==> src/rtl/alu_seq.sv <==
// Multi-cycle unsigned ALU behind valid/ready handshakes on both sides.
// Single-cycle ops finish on the accept edge; MUL and DIV iterate one bit per cycle.
module alu_seq #(
  parameter int WIDTH = 16
) (
  input  logic             clk,
  input  logic             rst,
  input  logic             in_valid,
  output logic             in_ready,
  input  logic [WIDTH-1:0] a,
  input  logic [WIDTH-1:0] b,
  input  logic [3:0]       sel,
  output logic             out_valid,
  input  logic             out_ready,
  output logic [WIDTH-1:0] result,
  output logic             carry,
  output logic             zero,
  output logic             div_by_zero
);

  localparam int CW = $clog2(WIDTH) + 1;

  localparam logic [3:0] OP_SUB = 4'b0011;
  localparam logic [3:0] OP_MUL = 4'b0101;
  localparam logic [3:0] OP_DIV = 4'b0111;
  localparam logic [3:0] OP_SHL = 4'b1101;
  localparam logic [3:0] OP_SHR = 4'b1111;
  localparam logic [3:0] OP_AND = 4'b1001;
  localparam logic [3:0] OP_OR  = 4'b1011;
  localparam logic [3:0] OP_GT  = 4'b1010;

  typedef enum logic [1:0] {IDLE, BUSY, DONE} state_t;

  state_t           state, state_nxt;
  logic [WIDTH-1:0] opa, opb, acc;
  logic             is_div;
  logic [CW-1:0]    cnt;

  logic             accept, start_iter, last;
  logic [WIDTH:0]   add_w, sub_w;
  logic [WIDTH-1:0] s_res;
  logic             s_carry, s_dbz;
  logic [WIDTH-1:0] mul_acc, div_rem, div_quo, fin;
  logic [WIDTH:0]   div_sh, div_tr;
  logic             qbit;

  assign in_ready   = (state == IDLE);
  assign out_valid  = (state == DONE);
  assign accept     = in_valid && in_ready;
  assign start_iter = (sel == OP_MUL) || ((sel == OP_DIV) && (b != '0));
  assign last       = (cnt == CW'(WIDTH - 1));

  // Single-cycle datapath, evaluated straight off the input operands.
  always_comb begin
    add_w   = {1'b0, a} + {1'b0, b};
    sub_w   = {1'b0, a} - {1'b0, b};
    s_res   = add_w[WIDTH-1:0];
    s_carry = add_w[WIDTH];
    s_dbz   = 1'b0;
    case (sel)
      OP_SUB: begin s_res = sub_w[WIDTH-1:0]; s_carry = sub_w[WIDTH]; end
      OP_MUL: begin s_res = '0; s_carry = 1'b0; end
      OP_DIV: begin s_res = '1; s_carry = 1'b0; s_dbz = (b == '0); end
      OP_SHL: begin s_res = (b >= WIDTH'(WIDTH)) ? '0 : (a << b); s_carry = 1'b0; end
      OP_SHR: begin s_res = (b >= WIDTH'(WIDTH)) ? '0 : (a >> b); s_carry = 1'b0; end
      OP_AND: begin s_res = a & b; s_carry = 1'b0; end
      OP_OR:  begin s_res = a | b; s_carry = 1'b0; end
      OP_GT:  begin s_res = {{(WIDTH-1){1'b0}}, (a > b)}; s_carry = 1'b0; end
      default: ;
    endcase
  end

  // Iteration step. MUL: opa is the shifting multiplicand, opb the shifting multiplier.
  // DIV: opa holds the remaining dividend bits and collects quotient bits from the bottom.
  always_comb begin
    mul_acc = acc + (opb[0] ? opa : '0);
    div_sh  = {acc, opa[WIDTH-1]};
    div_tr  = div_sh - {1'b0, opb};
    qbit    = ~div_tr[WIDTH];
    div_rem = qbit ? div_tr[WIDTH-1:0] : div_sh[WIDTH-1:0];
    div_quo = {opa[WIDTH-2:0], qbit};
    fin     = is_div ? div_quo : mul_acc;
  end

  always_ff @(posedge clk or posedge rst) begin
    if (rst) state <= IDLE;
    else     state <= state_nxt;
  end

  always_comb begin
    state_nxt = state;
    case (state)
      IDLE:    if (accept) state_nxt = start_iter ? BUSY : DONE;
      BUSY:    if (last) state_nxt = DONE;
      DONE:    if (out_ready) state_nxt = IDLE;
      default: state_nxt = IDLE;
    endcase
  end

  always_ff @(posedge clk or posedge rst) begin
    if (rst) begin
      opa         <= '0;
      opb         <= '0;
      acc         <= '0;
      is_div      <= 1'b0;
      cnt         <= '0;
      result      <= '0;
      carry       <= 1'b0;
      zero        <= 1'b0;
      div_by_zero <= 1'b0;
    end else begin
      case (state)
        IDLE: if (accept) begin
          if (start_iter) begin
            opa    <= a;
            opb    <= b;
            acc    <= '0;
            is_div <= (sel == OP_DIV);
            cnt    <= '0;
          end else begin
            result      <= s_res;
            carry       <= s_carry;
            zero        <= (s_res == '0);
            div_by_zero <= s_dbz;
          end
        end
        BUSY: begin
          cnt <= cnt + 1'b1;
          if (is_div) begin
            acc <= div_rem;
            opa <= div_quo;
          end else begin
            acc <= mul_acc;
            opa <= opa << 1;
            opb <= opb >> 1;
          end
          if (last) begin
            cnt         <= '0;
            result      <= fin;
            carry       <= 1'b0;
            zero        <= (fin == '0);
            div_by_zero <= 1'b0;
          end
        end
        default: ;
      endcase
    end
  end

endmodule

==> config.mk <==
export PLATFORM = sky130hd
export DESIGN_NAME = alu_seq
export DESIGN_NICKNAME = d
export VERILOG_FILES = /design/src/rtl/alu_seq.sv
export SDC_FILE = /design/constraint.sdc
export NUM_CORES = 1
export LEC_CHECK = 0
export CAP_MARGIN = 10
export CORE_ASPECT_RATIO = 1.5
export CORE_MARGIN = 4
export CORE_UTILIZATION = 25
export DETAILED_ROUTE_END_ITERATION = 8
export HOLD_SLACK_MARGIN = 0.12
export PLACE_DENSITY = 0.4
export SYNTH_ARGS = -nofsm -noshare
export SYNTH_HDL_FRONTEND = slang
export SYNTH_SLANG_ARGS = --single-unit
export TNS_END_PERCENT = 1
==> constraint.sdc <==
create_clock -name clk -period 4.3 [get_ports clk]
set_input_delay 0.86 -clock clk [delete_from_list [all_inputs] [get_ports clk]]
set_output_delay 0.86 -clock clk [all_outputs]
set_load 0.005 [all_outputs]
* Word level (Yosys, flattened, before mapping)
Index checks and enable logic that the tools add are counted.
** Storage, ports and cells
- Register bits :: 75
- Output and inout port bits :: 21
- Logic and storage cells :: 98
** Cells by class
- Add/sub/neg operators :: 5
- $lt $le $gt $ge :: 2
- Equal/unequal tests :: 17
- Shift-type cells :: 2
- Muxes and demuxes :: 44
- Bitwise gates (word level) :: 3
- Reduce and logical (&&, ||, !) cells :: 15
** Operators by type and width (number)
- 16-bit 2-to-1 mux :: 16
- 16-bit one-hot mux with 2 select lines :: 4
- 16-bit one-hot mux with 8 select lines :: 1
- 16-bit zero test :: 3
- 4-bit equality test (second input constant) :: 5
- 16-bit by 16-bit adder with 17-bit output :: 1
- 16-bit by 16-bit subtractor with 17-bit output :: 1
- 17-bit by 16-bit subtractor with 17-bit output :: 1
- 16-bit adder :: 1
- 16-bit bitwise AND :: 1
- 16-bit by 5-bit >= comparator with 1-bit output (second input constant) :: 1
- 16-bit greater-than comparator :: 1
- 16-bit OR :: 1
- 16-bit nonzero test :: 1
- 16-bit by 16-bit left shift with 16-bit output :: 1
- 16-bit by 16-bit >> shifter with 16-bit output :: 1
- 5-bit 2-to-1 mux :: 3
- 1-bit 2-to-1 mux :: 10
- 5-bit one-hot mux with 2 select lines :: 1
- 3-bit AND reduction :: 3
- 4-bit by 3-bit equality test with 1-bit output (second input constant) :: 2
- 2-bit 2-to-1 mux :: 4
- 1-bit one-hot mux with 2 select lines :: 4
- 4-bit AND reduction :: 2
- other kinds (14) :: 19

* Longest topological paths before layout
- Word-level depth :: 7
- Mapped depth :: 16
- Mapped depth without buffers :: 14

* Worst setup path before layout
Ideal clock, no wire load.
- Kind :: input port to flip-flop
- From :: input b[2]
- To :: register zero
- Arrival :: 4.678 ns
- Slack :: -0.458 ns
- Stages :: 16
- Buffers on the path :: 4
- Path through :: buf_2 > buf_2 > inv_1 > buf_1 > ha_1 > buf_2 > and3_1 > a2111oi_1 > a31o_2 > a31oi_1 > a221o_1 > a222oi_1 > nand2_1 > or4_1 > or4_1 > o211ai_2
** Between the ends
- Word-level cells in the longest chain between the ends :: 7
- Elaborated cells between the ends (all ways) :: 20
- Those cells by class :: 2 x add/sub; 2 x order compare; 1 x eq/ne; 2 x shift; 6 x mux; 2 x bitwise; 5 x reduce/logical
** Ends and longest elaborated chain
- start: declaration :: line 11 : input logic [WIDTH-1:0] b,
- 16-bit by 5-bit >= comparator with 1-bit output, or another cell as far along :: line 64, 65
- 16-bit 2-to-1 mux, on equally long branches :: line 65, 64
- 16-bit one-hot mux with 8 select lines :: line 60 : case (sel)
- 16-bit zero test :: line 123 : zero <= (s_res == '0);
- 1-bit 2-to-1 mux :: line 114 : if (start_iter) begin
- 1-bit 2-to-1 mux :: line 113 : IDLE: if (accept) begin
- 1-bit one-hot mux with 2 select lines :: line 112 : case (state)
- end signal: assignment :: line 123
- end signal: assignment :: line 141 : zero <= (fin == '0);
- end: declaration :: line 17 : output logic zero,
Several ways; a longest one is shown, not always the timed one. The select of a mux whose other input is x is not followed.
A chain may end at the register's enable or synchronous reset.

* Worst setup path in the final report
- From :: input a[4]
- To :: register zero
** Between the ends
- Word-level cells in the longest chain between the ends :: 7
- Elaborated cells between the ends (all ways) :: 14
- Those cells by class :: 2 x add/sub; 1 x order compare; 2 x shift; 6 x mux; 2 x bitwise; 1 x reduce/logical
** Ends and longest elaborated chain
- start: declaration :: line 10 : input logic [WIDTH-1:0] a,
- parallel branches: the longest is 2 deep, another holds 16-bit by 16-bit adder with 17-bit output
- 16-bit one-hot mux with 8 select lines (*) :: line 60
- 16-bit zero test (*) :: line 123
- 1-bit 2-to-1 mux (*) :: line 114
- 1-bit 2-to-1 mux (*) :: line 113
- 1-bit one-hot mux with 2 select lines (*) :: line 112
Mark *: on every way between the ends. The select of a mux whose other input is x is not followed.

==> out/results.env <==
STATUS='complete, no violations'
TIMING.FINAL.CRIT_SHARE=0.984
POWER_FRAC_SEQ=0.207
SYNTH_AREA_LEADER_CELL='sky130_fd_sc_hd__dfrtp_1'
FINALCRITICALPERIOD_NS=4.23
LAYOUT.FILLER_CELLS=4128
NUMBER_OF_GLOBAL_ROUTE_VIAS_BEFORE_REPAIR=11100
YOSYS.AREA.TOP_TYPE_SHARE=0.193
CRIT_TYPE='input port to register'
ANTENNA_CELLS=0
YOSYS_WARNINGS=0
CLOCK_TREE.HTREE_LEVEL_COUNT=3
WORST-SLEW-PIN-TRANSITION_NS=0.977
CTS_HOLD_REPAIR_BUFFERS=0
CLOCK_INSERTION_DELAY_WORST_SKEW_NS=0.36
FRACTION_OF_LAYOUT_CELLS_WITH_A_SIZE_SUFFIX_ABOVE_1=0.273
GLOBAL_ROUTE.PEAK_USAGE_LAYER='met2'
GRTUSAGEMET2=0.404
SYNTH_TOP_CELLS_BY_COUNT='165 x sky130_fd_sc_hd__nand2_1, 130 x sky130_fd_sc_hd__nor2_1, 93 x sky130_fd_sc_hd__o21ai_0'
IOPINCOUNT=61
FIRST_PASS_GRT_WIRE_LENGTH_UM=68600
CTS_TREE='yes'
MAPPEDNETLISTNETS=1412
UNREPAIRED_SETUP_ENDPOINTS_AFTER_GLOBAL_ROUTING='no'
GRT_OVERFLOW_TOTAL=0
CORE_REGION_AREA_UM2=38500
SYNTHARSTFLOPSHARE=1.00
WORST_EP_REQUIRED_TIME_NS=4.58
CTS.REPORTEDPATHS.CLKPINSLEW_NS=0.06
LARGEST_CELLS_BY_AREA_AFTER_SYNTHESIS='sky130_fd_sc_hd__dfrtp_1 19%, sky130_fd_sc_hd__ha_1 10%, sky130_fd_sc_hd__nand2_1 6.4%, sky130_fd_sc_hd__mux4_2 6.0%, sky130_fd_sc_hd__nor2_1 5.0%'
WORST_SLEW_MARGIN_REL=0.348
SYNTH.DISTINCT_CELLS=85
SEQ_AREA_UM2=1880
P_INT_mW=3.45
MAX_CAP_VIOLATIONS=0
BUFFER_PORTS.INSERTED=60
VIAS_PER_CELL=5.24
PWR_DENSITY_CELL_nW_PER_UM2=478
P_LEAK_nW=6.11
DIEHEIGHT_UM=250
WORST_HOLD_PATH.NUM_CELLS=2
SETUP_VIOL=0
DETAILED_PLACE.AREA_UM2=12800
ANTENNA_VIOLATING_NETS_POST_ROUTE=0
FINALHOLDVIOLATIONS=0
SYNTH_SEQUENTIAL_AREA_RATIO=0.193
FINAL-MAX-SLEW-VIOLATION-COUNT=0
FF2FF_PATH_DEPTH=14
SYNTH.FF_LATCH_COUNT=75
CRIT_FANOUT=7
CLOCK_SINK_COUNT=75
SYNTH.CELL_AREA_UM2=9750
DRT_WL_TOTAL_UM=46100
SETUP_CLOCK_SKEW_AFTER_LAYOUT_NS=0.00641
GROUTE.USAGE.OVERALL=0.213
CLOCKPOWERSHARE=0.120
AREA_OF_THE_DIE_UM2=42300
FIN_NETS=1684
IR_DROP_V=0.000207
ANTENNA_FOUND_INITIAL=0
MULTI_INPUT_AREA_UM2=7540
STD_CELL_ROWS=88
SYN-MEAN-INSTANCE-AREA_UM2=7.57
PIN_COUNT_OF_THE_BIGGEST_NET_ENTERING_GLOBAL_ROUTING=52
GR-USAGE-MET1=0.227
CLOCKROOTBUFFER='sky130_fd_sc_hd__clkbuf_16'
CTSLONGESTPATHBUFFERS=2
DPL.HPWL_UM=38600
COMB_POWER_SHARE=0.673
FINAL_STD_CELL_AREA_NO_FILL_UM2=13500
ROUTABILITYCONGESTION=0.948
ACHIEVABLE-FREQUENCY_MHz=236
SETUP.WORST_PATH.END_CLASS='register'
FIRSTDRTPASSITERS=4
TOTALPOWERFINAL_mW=6.46
POST-SYNTH-TOP-COUNT-CELL='sky130_fd_sc_hd__nand2_1'
TIMING.CRITICAL_PATH.ARRIVAL_NS=4.51
FLOORPLAN.INITIALDENSITY=0.253
DRT_DRC_VIOLATIONS_LEFT=0
SYN_TO_FINAL_GROWTH_PCT=38.4
DR.FIRST_ITER.DRC_COUNT=710
SYNTH_ENABLE_FLOP_CELLS=0
DR_TOTAL_VIAS=10800
HOLD_CLASS='register to register'
YOSYS_MOST_USED_DFF='sky130_fd_sc_hd__dfrtp_1'
ROUTEDWLPERCELL_UM=22.4
SYNTH_CELLS=1287
TOTAL_CTS_BUFFERS=9
SWITCHING_POWER_mW=3.00
DIE_WIDTH_UM=169
GROUTE.LAYER.MET3.USAGE=0.0173
CRITPATHLAUNCHTYPE='input port'
SW_FRAC_OF_TOTAL=0.465
area by class of cell:
cell class	count	share of cell area
well taps	495	0.0459
clock inverters	4	0.00380
flip-flops and latches	75	0.139
repair buffers	354	0.212
inverters	82	0.0229
clock buffers	11	0.0180
multi-input cells	1037	0.559
per-stage QoR:
step	utilization	hold WS [ns]	TNS [ns]	setup slack [ns]	cells
detailed placement	0.333	0.483	-1.46	-0.712	2035
finish	0.350	0.487	0	0.0696	2058
global placement	0.333	0.480	-1.16	-0.682	2035
floorplan	-	0.451	0	0.00267	1287
CTS	0.345	0.496	0	0.00112	2056
global route	0.350	0.524	0	0.000271	2058
power by group through the flow:
| stage | Clock, mW | Sequential (mW) | Combinational (mW) |
|---|---|---|---|
| 2_1_floorplan | 0 | 1.22 | 2.81 |
| 3_3_place_gp | 0 | 1.35 | 4.29 |
| 3_5_place_dp | 0 | 1.35 | 4.30 |
| 4_1_cts | 0.803 | 1.34 | 4.36 |
| 5_1_grt | 0.819 | 1.38 | 4.84 |
| 6_report | 0.774 | 1.34 | 4.35 |
placed cells by master (no fill, tap or decap), types with 10 or more instances in the layout:
master	Yosys	routed
sky130_fd_sc_hd__a31oi_1	34	33
sky130_fd_sc_hd__a21oi_1	72	69
sky130_fd_sc_hd__nor2_1	130	129
sky130_fd_sc_hd__buf_4	1	288
sky130_fd_sc_hd__or3_1	12	12
sky130_fd_sc_hd__inv_1	80	71
sky130_fd_sc_hd__nor2b_1	13	11
sky130_fd_sc_hd__mux4_2	26	26
sky130_fd_sc_hd__mux2i_1	33	33
sky130_fd_sc_hd__nor3_1	25	25
sky130_fd_sc_hd__a21o_1	14	14
sky130_fd_sc_hd__a211oi_1	16	12
sky130_fd_sc_hd__dfrtp_1	75	75
sky130_fd_sc_hd__o31ai_1	11	11
sky130_fd_sc_hd__mux2_2	17	17
sky130_fd_sc_hd__o22ai_1	22	20
sky130_fd_sc_hd__inv_2	1	10
sky130_fd_sc_hd__and3_1	11	11
sky130_fd_sc_hd__clkdlybuf4s50_1	0	47
sky130_fd_sc_hd__ha_4	0	11
sky130_fd_sc_hd__xnor2_1	21	20
sky130_fd_sc_hd__and2_1	29	29
sky130_fd_sc_hd__nand3_1	20	19
sky130_fd_sc_hd__o21ai_0	93	91
sky130_fd_sc_hd__xor2_1	11	11
sky130_fd_sc_hd__nand2_1	165	164
sky130_fd_sc_hd__ha_1	81	67
flip-flops by register name (all words and copies together), names as in the netlist:
| register | flops |
|---|---|
| acc | 16 |
| opa | 16 |
| opb | 16 |
| result | 16 |
| cnt | 5 |
| state | 2 |
| carry | 1 |
| div_by_zero | 1 |
| is_div | 1 |
| zero | 1 |
what timing repair did:
action / CTS / global route
gates resized for setup: 37 / 32
pin swaps: 11 / 14
endpoints found under the setup margin: 1 / 2
endpoints found under the hold margin: 0 / 0
gates cloned: 0 / 0
buffers inserted: 6 / 2
layer usage:
metal	share of wire	vias up
met5	0	-
li1	-	5210
met2	0.54	271
met3	0.025	102
met1	0.37	5195
met4	0.068	0
cell families (layout without fill, tap and decap cells):
kind of cell,Yosys count,in the layout,synth area share
flops,75,75,0.193
mux,76,76,0.114
simple gates,467,467,0.226
compound gates,377,377,0.256
buf+inv,175,451,0.0710
fa+ha+maj,85,85,0.112
xor+xnor,32,32,0.0288
worst max-delay path, stage by stage:
cell	delay, ns
sky130_fd_sc_hd__clkdlybuf4s50_1	0.47
sky130_fd_sc_hd__inv_1	0.07
sky130_fd_sc_hd__ha_4	0.25
sky130_fd_sc_hd__buf_4	0.16
sky130_fd_sc_hd__a21o_1	0.22
sky130_fd_sc_hd__a21oi_2	0.22
sky130_fd_sc_hd__buf_4	0.14
sky130_fd_sc_hd__a21oi_1	0.06
sky130_fd_sc_hd__a211o_1	0.30
sky130_fd_sc_hd__a221o_1	0.31
sky130_fd_sc_hd__a221oi_2	0.32
sky130_fd_sc_hd__nand2_1	0.08
sky130_fd_sc_hd__or4_1	0.53
sky130_fd_sc_hd__or4_4	0.43
sky130_fd_sc_hd__o211ai_2	0.07
path summary, 6_finish.rpt:
check	startpoint	endpoint	slack [ns]
hold reg to reg	result[9]$_DFFE_PP0P_	result[9]$_DFFE_PP0P_	0.49
setup / recovery	a[4]	zero$_DFFE_PP0P_	0.07
min in group asynchronous	rst	acc[2]$_DFFE_PP0P_	0.88
hold / removal	result[9]$_DFFE_PP0P_	result[9]$_DFFE_PP0P_	0.49
setup reg to reg	opa[0]$_DFFE_PP0P_	zero$_DFFE_PP0P_	0.27
max in group asynchronous	rst	result[8]$_DFFE_PP0P_	2.42
Power figures use the tool's default switching activity.
==> RTL edit 1: new RTL, same flow settings <==
Encoding of `state_t`: now one-hot (3 bits for 3 states).
--- a/src/rtl/alu_seq.sv
+++ b/src/rtl/alu_seq.sv
@@ -30,5 +30,5 @@
   localparam logic [3:0] OP_GT  = 4'b1010;
 
-  typedef enum logic [1:0] {IDLE, BUSY, DONE} state_t;
+  typedef enum logic [2:0] {IDLE = 3'b001, BUSY = 3'b010, DONE = 3'b100} state_t;
 
   state_t           state, state_nxt;
Function: no difference found for any inputs over 10 cycles, from zero or initial values and one cycle with rst high; not proved beyond that.
==> RTL edit 1 against the original RTL <==
  * Register-to-register slack better by 0.07 ns
  * Clock power increased by 27%
  * Area after synthesis down 4.0%
  * Highest routed layer unchanged
  * Sequential cell count rose by 1
  * Wire length fell by 1.0%
  * Via count is 1.8% lower
  * Largest cell class unchanged
  * Critical path depth down 2
  * Sequential power is 6% higher
  * Sequential share of layout area rose by 1.3 points
  * Total power up 4.1%
  * Worst setup slack improved by 0.10 ns
  * Utilization shrank 1.0 points
  * Cell area is 7.0% lower
==> RTL edit 1: results (changes against the original RTL) <==
| Metric | Value |
|---|---|
| DR pass1 iterations | `5 (+1)` |
| Mux share of post-synthesis cell area | `8.35% (-3.0 points)` |
| Sequential fraction of the synthesis area | `20.3% (+1.1 points)` |
| Wl on met1 | `16,700 microns (-2.5%)` |
| Total track usage | `22.0% (+0.65 points)` |
| Post-DP HPWL | `37,900 microns (-1.7%)` |
| Buffering overhead | `19.9% (-1.2 points)` |
| Synthesized-area fraction occupied by adder cells | `11.7% (+0.47 points)` |
| WL met2 | `23,800 microns (-3.7%)` |
| Max IR drop VDD | `0.303 mV (+46%)` |
| Peak fanout along the critical path | `13 (+6)` |
| Post-synthesis register bit count | `76 (+1.3%)` |
| FF-to-FF Start | `opb[0]` |
| Run status | `finished clean` |
| Compound-Gate Fraction of Synth Area | `28.7% (+3.1 points)` |
| Vias/cell | `5.36 (+2.3%)` |
| Pwr/cell area | `535 nW/um^2 (+12%)` |
| # fillers | `3,984 (-3.5%)` |
| Vias in the first global route | `10,900 (-2.0%)` |
| Clock group | `0.000984 W (+27%)` |
| Slew margin rel. | `37.5% (+2.6 points)` |
| Share of layout cells above drive strength 1 | `21.5% (-5.9 points)` |
| Most frequent cells after synthesis | `nor2_1 (136), a21oi_1 (102), nand2_1 (102)` |
| Cell family with most CP delay | `buffers and inverters` |
| GR met3 Demand/Resource | `1.97% (+0.24 points)` |
| Critical path's slowest cell | `mux4_2` |
| Nonclk inv count | `79 (-3.7%)` |
| Synthesized net count | `1,375 (-2.6%)` |
| Switching Share | `47.1% (+0.58 points)` |
| Global-route wire length before repair | `68,000 microns (-0.85%)` |
| Nets@finish | `1,611 (-4.3%)` |
| Ranking of synthesized cells by area | `dfrtp_1 (20%), ha_1 (11%), a21oi_1 (5.5%)` |
| Post-synth cell types | `76 (-11%)` |
| Final clock-cell share | `2.96% (+0.78 points)` |
| R2r setup slk | `0.34 ns (+0.07 ns)` |
==> RTL edit 1: cell count changes after synthesis, sizes merged, moves of 7 or more <==
| cell | change |
|---|---|
| nand2 | -63 |
| a21oi | +30 |
| mux4 | -18 |
| o22ai | +14 |
| and2 | -13 |
| clkbuf | -13 |
| a31oi | -9 |
| nand3 | +8 |
| o21ai | +8 |
| mux2 | +7 |
==> RTL edit 1: through the flow <==
| stage | hold WS (ns) | instances | area (sq um) | TNS, ns |
|---|---|---|---|---|
| after global placement | 0.472 | 1959 | 12100 | -0.626 |
| final | 0.485 | 1975 | 12500 | 0 |
| after global routing | 0.520 | 1975 | 12500 | 0 |
| after detailed placement | 0.478 | 1959 | 12100 | -0.555 |
| after CTS | 0.494 | 1975 | 12500 | 0 |
| after floorplan | 0.467 | 1250 | 9360 | 0 |
==> RTL edit 1: timing repair <==
item / in CTS / in global routing
setup buffers: 0 / 0
gates resized for setup: 0 / 8
hold buffers: 0 / 0
setup endpoints to repair: 0 / 1
==> RTL edit 2: new RTL, config.mk and constraints unchanged <==
Made on the original files. Set the parameter `WIDTH` to 8 (it was 16).
--- a/src/rtl/alu_seq.sv
+++ b/src/rtl/alu_seq.sv
@@ -2,5 +2,5 @@
 // Single-cycle ops finish on the accept edge; MUL and DIV iterate one bit per cycle.
 module alu_seq #(
-  parameter int WIDTH = 16
+  parameter int WIDTH = 8
 ) (
   input  logic             clk,
Ports: changed (resized a, b and result); port bits go from 61 to 37. No check against the original RTL was run, so the function may have changed too.
==> RTL edit 2 against the original RTL <==
  * Total power shrank 56%
  * Count of clock-buffer cells in the layout shrank 4
  * Clock skew shrank 0.0041 ns
  * Fmax grew 14%
  * Synthesized cell count shrank 54%
  * Wire length shrank 61%
  * Worst setup slack gained 0.53 ns
  * Sequential cell count shrank 33
  * Area after synthesis shrank 52%
  * Cell area shrank 59%
==> RTL edit 2: results (changes against the original RTL) <==
| Metric | Value |
|---|---|
| Run status | `finished clean` |
| H-tree levels | `2 (-1)` |
| Post-DP HPWL | `14,700 microns (-62%)` |
| Total CTS buffers | `5 (-4)` |
| Post_cts resized | `0 (-100%)` |
| Nets@finish | `707 (-58%)` |
| # fillers | `1,989 (-52%)` |
| Max IR drop VDD | `0.176 mV (-15%)` |
| Largest net degree at the start of global routing | `43 (-17%)` |
| Ranking of synthesized cells by area | `dfrtp_1 (23%), ha_1 (11%), nor2_1 (6.2%)` |
| Static leakage | `2.38 nW (-61%)` |
| Slew @ Worst Pin | `0.966 ns (-0.0115 ns)` |
| Site Rows | `60 (-32%)` |
| Vias in the first global route | `4,856 (-56%)` |
| Worst skew pair latency | `0.29 ns (-0.07 ns)` |
| WL/cell | `20.3 microns (-9.2%)` |
| Vias/cell | `5.23 (-0.13%)` |
| WP data arrival | `3.88 ns (-0.63 ns)` |
| Clk_skew | `0.00231 ns (-0.00410 ns)` |
| Async set or reset register ratio after synthesis | `100% (unchanged)` |
| Share of layout cells above drive strength 1 | `9.72% (-18 points)` |
| Global-route wire length before repair | `28,000 microns (-59%)` |
| Clock tree buffer depth | `2 (unchanged)` |
| Synthesized net count | `665 (-53%)` |
| RD Place Congestion | `0.996 (+5.0%)` |
| Iter 0 DRT Violations | `209 (-71%)` |
| Sequential fraction of the synthesis area | `22.7% (+3.4 points)` |
| Most frequent cells after synthesis | `nor2_1 (77), nand2_1 (46), inv_1 (43)` |
| # port buffers | `36 (-40%)` |
| Total track usage | `17.4% (-4.0 points)` |
| Critical path's slowest cell | `clkdlybuf4s50_1` |
| Postcts setup bufs | `0 (-6)` |
| Worst path max stage delay | `0.55 ns (+0.02 ns)` |
[RTL edit 2: cell count changes after synthesis, moves of 24 or more]
cell | before | now
dfrtp_1 | 75 | 42
o21ai_0 | 93 | 34
ha_1 | 81 | 41
a31oi_1 | 34 | 10
nand2_1 | 165 | 46
a21oi_1 | 72 | 38
nor2_1 | 130 | 77
clkbuf_1 | 66 | 21
inv_1 | 80 | 43
[RTL edit 2: final timing paths]
kind | from | end | slack (ns) | cells past startpoint
worst min register to register | result[5] | result[5] | 0.48 | 2
worst min-delay path | result[5] | result[5] | 0.48 | 2
worst max-delay path | a[0] | zero | 0.60 | 13
worst max register to register | opa[7] | acc[6] | 1.15 | 13
max in group asynchronous | rst | result[0] | 2.59 | 2
min in group asynchronous | rst | cnt[1] | 1.10 | 2
[RTL edit 2: layout make-up]
| cell class | count | area share (%) |
|---|---|---|
| well taps | 248 | 5.60 |
| repair buffers | 67 | 10.7 |
| inverters | 43 | 2.91 |
| multi-input cells | 479 | 59.4 |
| flip-flops and latches | 42 | 19.0 |
| clock buffers | 7 | 2.39 |
[RTL edit 2: layer usage]
layer / vias up / part of all wire (%) / track usage (%)
met3: 47 / 2.9 / 1.88
met2: 120 / 55 / 33.2
li1: 2230 / - / -
met1: 2237 / 36 / 17.7
met4: 0 / 6.2 / 10.9
met5: - / 0 / 0
[RTL edit 2: where the power goes]
| part | leakage [nW] | internal, W | switching, W |
|---|---|---|---|
| Clock | 0.0640 | 0.000213 | 0.000164 |
| Sequential | 0.520 | 0.000558 | 0.000172 |
| Combinational | 1.80 | 0.000793 | 0.000954 |
[RTL edit 2: per-stage QoR]
stage | std cells | power, W | instance area (sq um) | util, % | setup WS (ns)
6_report | 886 | 0.00285 | 5540 | 30.6 | 0.597
5_1_grt | 886 | 0.00311 | 5540 | 30.6 | 0.491
4_1_cts | 886 | 0.00289 | 5540 | 30.6 | 0.634
3_5_place_dp | 879 | 0.00249 | 5410 | 29.9 | 0.322
3_3_place_gp | 879 | 0.00248 | 5410 | 29.9 | 0.351
2_1_floorplan | 596 | 0.00190 | 4640 | - | 0.849
[RTL edit 2: logic make-up (layout without fill, tap and decap cells)]
kind of cell / after synthesis / count (layout) / share of synthesized area (%)
muxes: 25 / 25 / 6.91
adders and majority gates: 45 / 45 / 12.8
DFF: 42 / 42 / 22.7
and+or+nand+nor: 208 / 208 / 21.9
AOI/OAI and AO/OA: 186 / 186 / 26.5
xor gates and xnor gates: 15 / 15 / 2.83
buffers and inverters: 75 / 117 / 6.39
[RTL edit 2: tightest hold or removal path: cells and delay by family, from the launching register on]
family          cells  cell delay, ns
simple gates        1            0.05
compound gates      1            0.06
flops               1            0.34
